[src/rtl/fp_pipe_stage_elastic.sv]
// rtl/fp_pipe_stage_elastic.sv - elastic multi-stage register for the FP adder intermediate bundle
module fp_pipe_stage_elastic #(
    parameter int MW    = 24,
    parameter int SW    = 5,
    parameter int EW    = 8,
    parameter int DEPTH = 2,
    parameter int OCCW  = 4
) (
    input  logic            CLK,
    input  logic            RST_N,
    input  logic            FLUSH,
    input  logic            IN_VALID,
    output logic            IN_READY,
    input  logic [MW-1:0]   Z,
    input  logic [SW-1:0]   C,
    input  logic [EW-1:0]   ZE,
    input  logic            E,
    input  logic            AS,
    input  logic            BS,
    input  logic            ZS,
    output logic            OUT_VALID,
    input  logic            OUT_READY,
    output logic [MW-1:0]   Z1,
    output logic [SW-1:0]   C1,
    output logic [EW-1:0]   ZE1,
    output logic            E1,
    output logic            AS1,
    output logic            BS1,
    output logic            ZS1,
    output logic [OCCW-1:0] OCC
);

    localparam int PW = MW + SW + EW + 4;

    logic [DEPTH-1:0] v;
    logic [DEPTH-1:0] adv;
    logic [PW-1:0]    pay [DEPTH];
    logic [OCCW-1:0]  occ_q;
    logic [PW-1:0]    in_pay;
    logic             accept;
    logic             out_fire;

    // A stage stalls only when it and every stage after it hold data and the
    // output is blocked; this is the unrolled form of the back-to-front chain.
    for (genvar i = 0; i < DEPTH; i++) begin : g_adv
        if (i == DEPTH - 1) begin : g_last
            assign adv[i] = v[i] & OUT_READY;
        end else begin : g_mid
            assign adv[i] = v[i] & (OUT_READY | ~(&v[DEPTH-1:i+1]));
        end
    end

    assign in_pay   = {Z, C, ZE, E, AS, BS, ZS};
    assign IN_READY = ~FLUSH & (~v[0] | adv[0]);
    assign accept   = IN_VALID & IN_READY;
    assign out_fire = adv[DEPTH-1];

    always_ff @(posedge CLK or negedge RST_N) begin
        if (!RST_N) begin
            v     <= '0;
            occ_q <= '0;
            for (int i = 0; i < DEPTH; i++) begin
                pay[i] <= '0;
            end
        end else if (FLUSH) begin
            // payload is deliberately kept; only the valid bits are dropped
            v     <= '0;
            occ_q <= '0;
        end else begin
            v[0] <= accept | (v[0] & ~adv[0]);
            if (accept) begin
                pay[0] <= in_pay;
            end
            for (int i = 1; i < DEPTH; i++) begin
                v[i] <= adv[i-1] | (v[i] & ~adv[i]);
                if (adv[i-1]) begin
                    pay[i] <= pay[i-1];
                end
            end
            occ_q <= occ_q + {{(OCCW-1){1'b0}}, accept} - {{(OCCW-1){1'b0}}, out_fire};
        end
    end

    assign OUT_VALID = v[DEPTH-1];
    assign {Z1, C1, ZE1, E1, AS1, BS1, ZS1} = pay[DEPTH-1];
    assign OCC = occ_q;

endmodule

[config.mk]
export PLATFORM = sky130hd
export DESIGN_NAME = fp_pipe_stage_elastic
export DESIGN_NICKNAME = d
export VERILOG_FILES = /design/src/rtl/fp_pipe_stage_elastic.sv
export SDC_FILE = /design/constraint.sdc
export NUM_CORES = 1
export LEC_CHECK = 0
export CAP_MARGIN = 15
export CORE_AREA = 2 2 84 102
export CTS_CLUSTER_DIAMETER = 80
export DETAILED_ROUTE_END_ITERATION = 10
export DIE_AREA = 0 0 86 104
export PLACE_DENSITY = 0.79
export SLEW_MARGIN = 10
export SYNTH_ARGS = -nofsm -noshare
export SYNTH_HDL_FRONTEND = slang
export SYNTH_SLANG_ARGS = --single-unit
[constraint.sdc]
create_clock -name CLK -period 2.7 [get_ports CLK]
set_input_delay 0.54 -clock CLK [delete_from_list [all_inputs] [get_ports CLK]]
set_output_delay 0.54 -clock CLK [all_outputs]
set_load 0.1 [all_outputs]
==> results of run 1 <==
## sequential cells by signal, indices dropped and copies added (netlist names)
| register | cells |
|---|---|
| pay | 41 |
| Z1 | 24 |
| ZE1 | 8 |
| C1 | 5 |
| OCC | 4 |
| v | 2 |
| AS1 | 1 |
| BS1 | 1 |
| E1 | 1 |
| ZS1 | 1 |
## metal layers
metal | share of wire (%) | global-route usage (%) | vias up | routed length (um)
met1 | 42 | 18.3 | 1019 | 2650
met3 | 4.9 | 3.25 | 11 | 314
met2 | 51 | 24.9 | 53 | 3290
met5 | 0 | 0 | - | 0
met4 | 2.1 | 7.48 | 0 | 131
li1 | - | - | 925 | -
## where the power goes
group	internal, mW	switching [mW]	leakage, nW
Clock	0.628	0.481	0.122
Sequential	1.61	0.155	1.05
Combinational	0.626	1.77	1.09
Total	2.86	2.41	2.26
## logic make-up (layout without fill, tap and decap cells)
kind of cell / count (synthesis) / in the layout
flip-flops: 88 / 88
XOR/XNOR: 2 / 2
AO/OA/AOI/OAI: 5 / 5
multiplexers: 82 / 82
AND/OR/NAND/NOR: 12 / 12
buffers and inverters: 53 / 120
adder cells (fa/ha/maj): 5 / 5
## synth_stat cells
library cell / instances / area [um2]
buf_4: 38 / 285
a21o_1: 1 / 7.51
dfrtp_1: 88 / 2200
nor2b_1: 2 / 12.5
nand3_1: 2 / 10.0
buf_12: 4 / 80.1
a21oi_1: 3 / 15.0
and2_2: 1 / 7.51
fa_1: 1 / 20.0
buf_6: 1 / 11.3
xnor2_1: 2 / 17.5
mux2_4: 39 / 586
and3b_1: 1 / 8.76
a211o_1: 1 / 8.76
mux2_2: 43 / 484
inv_1: 6 / 22.5
buf_2: 4 / 20.0
nor2_1: 5 / 18.8
ha_1: 4 / 50.1
or3b_1: 1 / 8.76
## through the flow
step | instance area (um2) | setup slack, ns | setup TNS [ns]
after floorplan | 3880 | 0.0222 | 0
after global placement | 4490 | -0.0718 | -0.122
after detailed placement | 4490 | -0.128 | -0.243
after CTS | 4740 | 0.266 | 0
after global routing | 4740 | 0.167 | 0
final | 4740 | 0.246 | 0
## worst reg2reg max path: stages (launching register included)
cell,delay (ns)
dfrtp_2,0.44
and3b_1,0.19
or3b_4,0.38
ha_1,0.28
inv_1,0.04
ha_1,0.19
fa_1,0.47
nor2b_1,0.13
## placed cells by master (no fill, tap or decap), drive strengths merged, types with 2 or more instances in the layout
master,netlist,layout
buf,47,54
bufinv,0,3
nor2,5,5
clkbuf,0,9
a21oi,3,3
nor2b,2,2
ha,4,4
mux2,82,82
clkdlybuf4s50,0,44
nand3,2,2
dfrtp,88,88
xnor2,2,2
inv,6,9
## cell type report
cell class,instances,area (um2)
tap,95,119
fill,626,3240
clock inverter,7,126
inverter,6,22.5
multi-input combinational,106,1260
timing repair buffer,98,883
sequential,88,2200
clock buffer,9,124
## how the worst min path moves through the flow
| stage | start | endpoint | slack, ns | cells after the start |
|---|---|---|---|---|
| final | RST_N | pay[75] | 0.08 | 1 |
| after floorplan | RST_N | AS1 | 0.24 | 0 |
| after detailed placement | RST_N | pay[75] | 0.48 | 1 |
| after global routing | RST_N | pay[75] | 0.10 | 1 |
| after CTS | RST_N | pay[75] | 0.07 | 1 |
| after global placement | RST_N | Z1[17] | 0.48 | 1 |
==> flow_summary_export.csv, run 1 <==
group,metric,value,unit
outcome,status,"completed",
layout,final_cells,409,
setup_path,worstReg2RegEnd,"OCC[1]",
clock_network,cts_max_level,3,
pwr,powerDensity,1110,mW/mm2
clock_network,cts_hold_buffers,0,
setup_path,crit_end,"OCC[1]",
timing,hold_ws,0.0797,ns
setup_path,cp_data_arrival_time,2.73,ns
synthesis,synth-xor-area-share,0.452,%
setup_path,worstRegToRegCells,7,
synthesis,muxShareOfSynthArea,27.6,%
setup_path,crit_chain,"clkdlybuf4s50_1 -> and3b_1 -> or3b_4 -> ha_1 -> inv_1 -> ha_1 -> fa_1 -> nor2b_1",
pwr,ir_drop,0.463,mV
setup_path,critical_path.max_fanout,3,
die,die_h,104,um
clock_network,post_cts.repair.setup_buffers,0,
placed_design,place.gp.congestion,0.645,
setup_path,rr_startpoint,"v[1]",
synthesis,synthSimpleGateAreaFrac,1.71,%
timing,hold_violations,0,
synthesis,netlist_area,0.00388,mm2
clock_network,cts-root-buf,"clkbuf_8",
synthesis,synth.avg_cell_area,15.7,um2
routing,drtPass1Iterations,3,
routing,drc_errors,0,
timing,worst_pin_slew,0.949,ns
die,coreArea,0.00797,mm2
global_route,antenna_found_initial,0,
routing,route.vias.total,2008,
setup_path,crit_path_start,"OUT_READY",
clock_network,cts_sinks,88,
setup_path,crit_top_cell,"ha_1",
timing,fin_crit_sh,90.9,%
synthesis,syn-num-nets,298,
setup_path,end_kind,"register",
die,fp.dieArea,0.00894,mm2
timing,setup_viol,0,
synthesis,synth_top_family_by_area,"multiplexers",
synthesis,synth-compound-area-share,0.807,%
clock_network,clock_latency,0.35,ns
synthesis,synth-adder-area-share,1.81,%
layout,layout.nets,360,
setup_path,crit_cells,8,
timing,maxSlewViolCount,0,
setup_path,r2r_slack,0.51,ns
min_path,hold_path_class,"in2async",
layout,antennaDiodeCount,0,
global_route,grt_pass1_vias,2153,
synthesis,synth.distinct_cells,20,
placed_design,port_buffers,92,
pwr,total_power,5.27,mW
layout,finish.utilization,59.4,%
setup_path,critPathKind,"in2reg",
timing,max_freq,407,MHz
timing,fin_skew,0.0112,ns
routing,wire_per_inst,15.6,um
routing,drt_wl_total,6390,um
synthesis,ys_ff_latch,88,
clock_network,clk_pin_slew,0.10,ns
synthesis,ys_seq_area_share,56.8,%
setup_path,cp_slowest_stage_delay,0.50,ns
synthesis,synth_warnings,0,
setup_path,crit_family,"adder cells",
job,cap_violations,0,
routing,ant_nets,0,
global_route,grt_max_degree,42,
die,die_x,86,um
setup_path,critPathLaunchType,"input pin",
global_route,grt_first_pass_wirelength,10500,um
die,pin_count,93,
placed_design,dp.cells,393,
clock_network,cts_tree,"yes",
timing,relSlewSlack,36.7,%
clock_network,cts_buffer_depth,2,
setup_path,critPathRequiredTime,2.98,ns
global_route,overflow,0,
global_route,grt_use_total,15.0,%
timing,post-route-min-period,2.45,ns
die,rows,36,
placed_design,dp_hpwl,4410,um
layout,synthToLayoutAreaGrowth,22.2,%
die,start_util,48.6,%
synthesis,syn_inst,247,
routing,via_per_inst,4.91,
layout,drive_gt1_share,49.7,%
pwr,p_leak,2.26,nW
timing,rsz0062_at_grt,"no",
clock_network,numCtsBuffers,9,
setup_path,slowest_stage,"clkdlybuf4s50_1",
clock_network,cts.repair.resized,0,
setup_path,worst-path-buf-inv,2,
routing,drtIter0Drc,47,
No activity file was read; power rests on OpenSTA's default activity.
==> run 2: changes to the inputs <==
--- a/config.mk
+++ b/config.mk
@@ -15,3 +15,4 @@
 export SYNTH_ARGS = -nofsm -noshare
 export SYNTH_HDL_FRONTEND = slang
 export SYNTH_SLANG_ARGS = --single-unit
+export TNS_END_PERCENT = 50
==> results of run 2 <==
No change in the layout: final DEF, timing and power equal those of run 1.
